===== src/rtl/clock_calendar_alarm.sv =====
// Real-time clock: h/m/s counter, Gregorian calendar, 12/24 h display, alarm.
// Loads are range-checked; out-of-range loads are dropped and counting goes on.
module clock_calendar_alarm #(
  parameter int CLKS_PER_SEC = 1,
  parameter int RESET_DAY    = 1,
  parameter int RESET_MONTH  = 1,
  parameter int RESET_YEAR   = 2025
) (
  input  logic        clk,
  input  logic        reset,
  input  logic        AM_PM,
  input  logic        set_time,
  input  logic [7:0]  input_sec,
  input  logic [7:0]  input_min,
  input  logic [7:0]  input_hour,
  input  logic        set_date,
  input  logic [7:0]  input_day,
  input  logic [7:0]  input_month,
  input  logic [15:0] input_year,
  input  logic [7:0]  alarm_time_sec,
  input  logic [7:0]  alarm_time_min,
  input  logic [7:0]  alarm_time_hour,
  output logic [7:0]  current_24_sec,
  output logic [7:0]  current_24_min,
  output logic [7:0]  current_24_hour,
  output logic [7:0]  display_sec,
  output logic [7:0]  display_min,
  output logic [7:0]  display_hour,
  output logic        pm_flag,
  output logic [7:0]  current_day,
  output logic [7:0]  current_month,
  output logic [15:0] current_year,
  output logic        alarm_sound
);

  localparam int PW =
    (CLKS_PER_SEC > 1) ? $clog2(CLKS_PER_SEC) : 1;
  localparam logic [PW-1:0] PMAX =
    PW'(CLKS_PER_SEC - 1);

  logic [PW-1:0] presc;
  logic [7:0]    sec, min, hour;
  logic [7:0]    day, month;
  logic [15:0]   year;
  logic [7:0]    dim_cur, dim_in;
  logic          tick, time_ok;
  logic          date_ok, day_carry;

  function automatic logic leap(
    input logic [15:0] y
  );
    return ((y[1:0] == 2'd0) &&
            (y % 16'd100 != 16'd0)) ||
           (y % 16'd400 == 16'd0);
  endfunction

  function automatic logic [7:0] dim(
    input logic [7:0]  m,
    input logic [15:0] y
  );
    logic [7:0] d;
    unique case (1'b1)
      (m == 8'd4 || m == 8'd6 ||
       m == 8'd9 || m == 8'd11):
        d = 8'd30;
      (m == 8'd2):
        d = leap(y) ? 8'd29 : 8'd28;
      default:
        d = 8'd31;
    endcase
    return d;
  endfunction

  assign tick    = (presc == PMAX);
  assign dim_cur = dim(month, year);
  assign dim_in  = dim(input_month, input_year);

  assign time_ok = set_time &&
                   input_sec  <= 8'd59 &&
                   input_min  <= 8'd59 &&
                   input_hour <= 8'd23;

  assign date_ok = set_date &&
                   input_month >= 8'd1 &&
                   input_month <= 8'd12 &&
                   input_day   >= 8'd1 &&
                   input_day   <= dim_in;

  // A valid time load swallows the tick, so no midnight carry either.
  assign day_carry = tick && !time_ok &&
                     sec  == 8'd59 &&
                     min  == 8'd59 &&
                     hour == 8'd23;

  always_ff @(posedge clk) begin
    if (reset)
      presc <= '0;
    else if (time_ok || tick)
      presc <= '0;
    else
      presc <= presc + PW'(1);
  end

  always_ff @(posedge clk) begin
    if (reset) begin
      sec  <= 8'd0;
      min  <= 8'd0;
      hour <= 8'd0;
    end else if (time_ok) begin
      sec  <= input_sec;
      min  <= input_min;
      hour <= input_hour;
    end else if (tick) begin
      if (sec == 8'd59) begin
        sec <= 8'd0;
        if (min == 8'd59) begin
          min  <= 8'd0;
          hour <= (hour == 8'd23) ?
                  8'd0 : hour + 8'd1;
        end else begin
          min <= min + 8'd1;
        end
      end else begin
        sec <= sec + 8'd1;
      end
    end
  end

  always_ff @(posedge clk) begin
    if (reset) begin
      day   <= 8'(RESET_DAY);
      month <= 8'(RESET_MONTH);
      year  <= 16'(RESET_YEAR);
    end else if (date_ok) begin
      day   <= input_day;
      month <= input_month;
      year  <= input_year;
    end else if (day_carry) begin
      if (day >= dim_cur) begin
        day <= 8'd1;
        if (month == 8'd12) begin
          month <= 8'd1;
          year  <= year + 16'd1;
        end else begin
          month <= month + 8'd1;
        end
      end else begin
        day <= day + 8'd1;
      end
    end
  end

  always_comb begin
    display_hour = hour;
    if (AM_PM) begin
      if (hour == 8'd0)
        display_hour = 8'd12;
      else if (hour > 8'd12)
        display_hour = hour - 8'd12;
    end
  end

  // Time regs are always in range, so bad alarm values can never match.
  assign alarm_sound = !reset &&
                       sec  == alarm_time_sec &&
                       min  == alarm_time_min &&
                       hour == alarm_time_hour;

  assign pm_flag         = (hour >= 8'd12);
  assign current_24_sec  = sec;
  assign current_24_min  = min;
  assign current_24_hour = hour;
  assign display_sec     = sec;
  assign display_min     = min;
  assign current_day     = day;
  assign current_month   = month;
  assign current_year    = year;

endmodule


===== config.mk =====
export PLATFORM = sky130hd
export DESIGN_NAME = clock_calendar_alarm
export DESIGN_NICKNAME = d
export VERILOG_FILES = /design/src/rtl/clock_calendar_alarm.sv
export SDC_FILE = /design/constraint.sdc
export NUM_CORES = 1
export LEC_CHECK = 0
export ABC_AREA = 1
export CORE_ASPECT_RATIO = 0.6
export CORE_UTILIZATION = 50
export DETAILED_ROUTE_END_ITERATION = 8
export GPL_TIMING_DRIVEN = 0
export HOLD_SLACK_MARGIN = 0.06
export PLACE_DENSITY = 0.79
export SETUP_SLACK_MARGIN = 0.02
export SLEW_MARGIN = 20
export SYNTH_ARGS = -nofsm -noshare
export SYNTH_HDL_FRONTEND = slang
export SYNTH_SLANG_ARGS = --single-unit

===== constraint.sdc =====
create_clock -name clk -period 20.6 [get_ports clk]
set_input_delay 4.12 -clock clk [delete_from_list [all_inputs] [get_ports clk]]
set_output_delay 4.12 -clock clk [all_outputs]
set_load 0.05 [all_outputs]

* Word-level counts from Yosys, hierarchy flattened
Index checks and enable logic that the tools add are counted.
** Cells by class
- Add/sub/neg operators :: 8
- Div/mod/pow operators :: 4
- Magnitude comparators :: 10
- Eq/ne operators :: 18
- Mux-type cells :: 30
- Bitwise logic cells :: 1
- Reductions and logical operators :: 44
** Operators by type and width (count)
- two-way mux 8 bit :: 22
- two-way mux 16 bit :: 4
- adder 8 x 1 -> 8 bit, second input constant :: 5
- equality test 8 x 4 -> 1 bit, second input constant :: 5
- equality test 8 x 3 -> 1 bit, second input constant :: 4
- zero test 16 bit :: 2
- remainder unit 16 x 7 -> 16 bit, second input constant :: 2
- remainder unit 16 x 9 -> 16 bit, second input constant :: 2
- nonzero test 16 bit :: 2
- equality test 8 bit :: 3
- adder 16 x 1 -> 16 bit, second input constant :: 1
- equality test 8 x 2 -> 1 bit, second input constant :: 2
- equality test 8 x 6 -> 1 bit, second input constant :: 2
- greater-or-equal comparator 8 x 1 -> 1 bit, second input constant :: 2
- less-or-equal comparator 8 x 6 -> 1 bit, second input constant :: 2
- logical AND 1 bit :: 16
- nonzero test 2 bit :: 5
- logical OR 1 bit :: 9
- equality test 8 x 5 -> 1 bit, second input constant :: 1
- greater-or-equal comparator 8 x 4 -> 1 bit, second input constant :: 1
- greater-or-equal comparator 8 bit :: 1
- > comparator 8 x 4 -> 1 bit, second input constant :: 1
- less-or-equal comparator 8 x 4 -> 1 bit, second input constant :: 1
- less-or-equal comparator 8 x 5 -> 1 bit, second input constant :: 1
- 13 further kinds :: 19
** Storage, ports and cells
- Register bits after elaboration :: 57
- Input port bits :: 85
- Output and inout port bits :: 82
- Logic and storage cells :: 122

* Depth between registers and ports, before layout
Gate-level depths: netlist of run 1.
- Depth after elaboration :: 11
- Mapped depth :: 69
- Mapped depth without buffers :: 69

* Least setup slack after synthesis of run 1
Ideal clock, no wire load.
- Kind :: input port to flip-flop
- Start point :: input port input_year[12]
- End point :: register year[2], in the netlist current_year[2]
- Library setup time :: 0.122 ns
- Arrival time :: 10.132 ns
- Required time :: 20.478 ns
- Path slack :: 10.346 ns
- Stages :: 60
- Path buffers :: 0
- Cell sequence :: nor2_1 > nand2_1 > nand3_2 > nor2_2 > nor2_8 > nand3_4 > nand2_4 > nand2_4 > nand2_2 > nand2_4 > inv_4 > nand3_4 > nand2_4 > nand3_2 > nand2_4 > nand3_4 > nand2_2 > nand2_4 > [24 not listed] > nand2_2 > nand2_1 > nand2_1 > nand4_1 > nand2_1 > a21oi_2 > ha_1 > a21oi_1 > nand4_1 > nand4_1 > nand2_1 > inv_1 > nor2_1 > inv_1 > nor2_1 > clkinv_1 > o21ai_0 > a21oi_1
** Between the ends
- Longest elaborated chain between the ends :: 10
- Elaborated cells between the ends (all ways) :: 15
- Those cells by class :: 2 x div; 1 x order compare; 3 x mux; 9 x reduce/logical
** RTL lines
- start, declared :: line 19 : input logic [15:0] input_year,
- remainder unit 16 x 7 -> 16 bit :: line 53 : (y % 16'd100 != 16'd0)) ||
- nonzero test 16 bit :: line 53
- logical AND 1 bit :: line 52 : return ((y[1:0] == 2'd0) &&
- logical OR 1 bit (*) :: line 53
- two-way mux 1 bit (*) :: line 67 : d = leap(y) ? 8'd29 : 8'd28;
- case mux 2 bit (2 select lines) (*) :: line 62 : unique case (1'b1)
- less-or-equal comparator 8 bit (implied by the code) (*) :: line 87 : input_day <= dim_in;
- logical AND 1 bit (*) :: line 86 : input_day >= 8'd1 &&
- nonzero test 2 bit (no line)
- AND reduction 3 bit (no line)
- end signal, assigned :: line 133 : year <= 16'(RESET_YEAR);
- end signal, assigned :: line 137 : year <= input_year;
- end signal, assigned :: line 143 : year <= year + 16'd1;
- end, declared :: line 44 : logic [15:0] year;
Every way passes the cells marked *; elsewhere a longest branch is shown, timed or not.
A chain may end at the register's enable or synchronous reset.

* Final worst setup path of run 1
- Start point :: input port input_year[11]
- End point :: register year[2], in the netlist current_year[2]
The elaborated chain is that of the path after synthesis.

==> flow_summary.yaml, run 1 <==
synth:
  synth_nets: 1275
  seq_area_frac_synth_pct: 15.5
  synthAdderAreaFrac_pct: 3.06
  synth-xor-area-share_pct: 7.25
  yosysWarnings: 0
  synth_seq_cells: 57
  yosysUniqueCellTypes: 58
  ys_top_cells_by_area: "dfxtp_1 15%, nand2_1 13%, inv_1 7.5%"
  syn_area_per_cell_sq_um: 6.28
  async_flop_share_pct: 0
  yosys.area_share.simple_pct: 47.1
  ys.flop_type: "dfxtp_1"
  yosysTopAreaCell: "dfxtp_1"
  synth_top_cell_area_share_pct: 15.5
  synth_edf_count: 0
  synth_cells: 1172
  synthMuxAreaShare_pct: 0
  synth_top_family_by_area: "simple AND/OR/NAND/NOR gates"
  synth_compound_area_share_pct: 15.0
  synth_area_sq_mm: 0.00736
layout:
  final_cell_mix: "254 x nand2_1, 166 x clkdlybuf4s50_1, 147 x inv_1, 85 x nand3_1, 79 x nor2_1"
  num-fill-cells: 1227
  utilization_pct: 68.2
  area_delta_synth_final_pct: 29.5
  final_common_cell: "nand2_1"
  nets: 1452
  drive_gt1_share_pct: 15.7
  insertedDiodeCount: 0
floorplanning:
  num_rows: 33
  die_h_um: 96.0
  io_pins: 167
  start_util_pct: 52.6
  die_area_sq_mm: 0.0152
  core_sq_mm: 0.0140
  die_width_um: 159
clock_tree:
  ctsResizeCount: 0
  cts.clk_slew.worst_paths_ns: 0.05
  cts_tree: "yes"
  clock_path_buffers: 2
  clkLatencyLatePin_ns: 0.33
  clock-sinks: 57
  hold_buffers: 0
  root_buffer: "clkbuf_16"
  htreeDepth: 3
  post_cts_buffers: 0
  numCtsBuffers: 9
detailed_routing:
  routed_wirelength_mm: 22.9
  drt_iter0_markers: 804
  num_vias: 8327
  vias_per_cell: 5.39
  first_pass_iters: 6
  avgRoutedWirePerCell_um: 14.8
  ant_nets: 0
  drc: 0
worst_setup_path:
  path_max_fanout: 10
  path_common_cell: "nand2_1"
  crit_type: "input pin to flip-flop"
  cp-start-kind: "input pin"
  max_stage_delay_ns: 0.59
  end_kind: "flip-flop"
  cp.arrival_ns: 12.76
  worst_path_max_delay_cell: "clkdlybuf4s50_1"
  crit_required_ns: 20.81
  rrSetupSlack_ns: 12.43
sta:
  finalSetupViolCount: 0
  worst_clock_skew_ns: 0.00605
  tns_ns: 0
  fin_ws_ns: 8.05
  maxSlewHeadroom_pct: 47.4
  fin_crit_ns: 12.55
  hold_viol: 0
  post-route-period-util_pct: 60.9
  fmax_mhz: 79.7
  final_max_slew_viol_count: 0
  worst_slew_pin_slew_ns: 0.768
  rsz0062_at_grt: "no"
grt:
  grt_pass1_wl_mm: 36.5
  grt_max_degree: 11
  grt_overflow: 0
  grt_usage_pct: 30.6
  grt_pass1_vias: 7126
  antenna_found_initial: 0
place:
  dp_hpwl_mm: 19.0
  gp_congestion: 0.964
  io_buffers: 166
  dpl_worst_slack_ns: 8.02
pwr:
  p_seq_share_pct: 16.2
  leakagePower_nw: 4.47
  switching_share_pct: 50.1
  p_clk_share_pct: 20.2
  peakVddDrop_mv: 0.0990
  p_comb_share_pct: 63.7
  p_int_uw: 344
  power.density_mw_per_mm2: 72.3
  switchingPower_uw: 345
hold_path:
  min_path_type: "flip-flop to flip-flop"
job:
  cap_violations: 0
outcome:
  status: "finished, final reports clean"
layer usage:
metal	track usage [%]	share of wire [%]	vias up	routed length [um]
met3	6.57	9.9	14	2270
met1	47.0	50	3715	11500
met2	43.5	39	367	8990
met5	0	0	-	0
met4	4.41	0.58	0	132
li1	-	-	4231	-
metrics by stage:
stage	instances	hold slack (ns)	power, mW	instance area [sq um]
after global placement	1530	0.451	0.540	9270
after detailed placement	1530	0.463	0.546	9270
after CTS	1546	0.470	0.683	9540
after floorplan	1172	0.574	0.464	7360
after global routing	1546	0.481	0.751	9540
final	1546	0.472	0.690	9540
sequential cells by signal, indices dropped and copies added, names as in the netlist:
name             count
current_24_hour      8
current_24_min       8
current_24_sec       8
current_day          8
current_month        8
current_year        16
presc                1
worst max-delay path: cells and delay by family:
kind            cells  cell delay, ns
simple gates       50            6.03
buf+inv             8            1.74
compound gates      4            0.70
fa+ha+maj           1            0.16
cell usage after synthesis, drive strengths merged, types with 2 or more instances:
master	n
nand2	345
inv	171
nand3	110
nor2	96
o21ai	83
dfxtp	57
xor2	50
nand4	42
a21oi	40
buf	21
nor3	20
ha	18
nor4	16
clkbuf	15
a31oi	14
xnor2	11
o211ai	10
a221oi	7
nand3b	6
a211oi	5
a2111oi	4
clkinv	4
o22ai	4
o21bai	3
or2	3
a21boi	2
a311oi	2
and2	2
and3	2
power by group through the flow:
stage	logic (mW)	clock network [mW]	registers [mW]
finish	0.439	0.139	0.112
detailed placement	0.432	0	0.114
floorplan	0.349	0	0.115
global route	0.495	0.144	0.112
global placement	0.426	0	0.114
CTS	0.433	0.138	0.112
final cells by class:
cell class / instances / area [sq um] / share of cell area (%)
Multi-Input combinational cell: 904 / 5330 / 55.9
Timing Repair Buffer: 166 / 1660 / 17.4
Sequential cell: 57 / 1140 / 12.0
Inverter: 175 / 662 / 6.94
Clock buffer: 11 / 243 / 2.54
Tap cell: 192 / 240 / 2.52
Buffer: 36 / 229 / 2.40
Clock inverter: 5 / 31.3 / 0.328
path summary, 6_finish.rpt:
path | cells past startpoint | startpoint | to
setup / recovery | 63 | input_year[11] | current_year[2]
hold reg to reg | 2 | current_day[7] | current_day[7]
setup reg to reg | 57 | current_year[12] | current_year[2]
hold / removal | 2 | current_day[7] | current_day[7]
cell families after synthesis:
logic type               after synthesis
AND/OR/NAND/NOR                      643
buffers and inverters                211
AO/OA/AOI/OAI                        181
XOR/XNOR                              61
flip-flops                            57
adder cells (fa/ha/maj)               18
other                                  1
Power figures use the tool's default switching activity.
==> run 2: changes to the inputs <==
clock period = 12.8 ns   (was 20.6 ns; I/O delays follow)
==> results of run 2 <==
The final DEF is identical to that of run 1. Status: finished, final reports clean.
Main changes from that run: setup slack after placement 8.02 ns -> 1.78 ns; setup slack after layout 8.05 ns -> 1.81 ns; register-to-register setup slack 12.43 ns -> 4.63 ns; total power 0.690 mW -> 1.11 mW; worst IR drop on VDD 0.0990 mV -> 0.159 mV
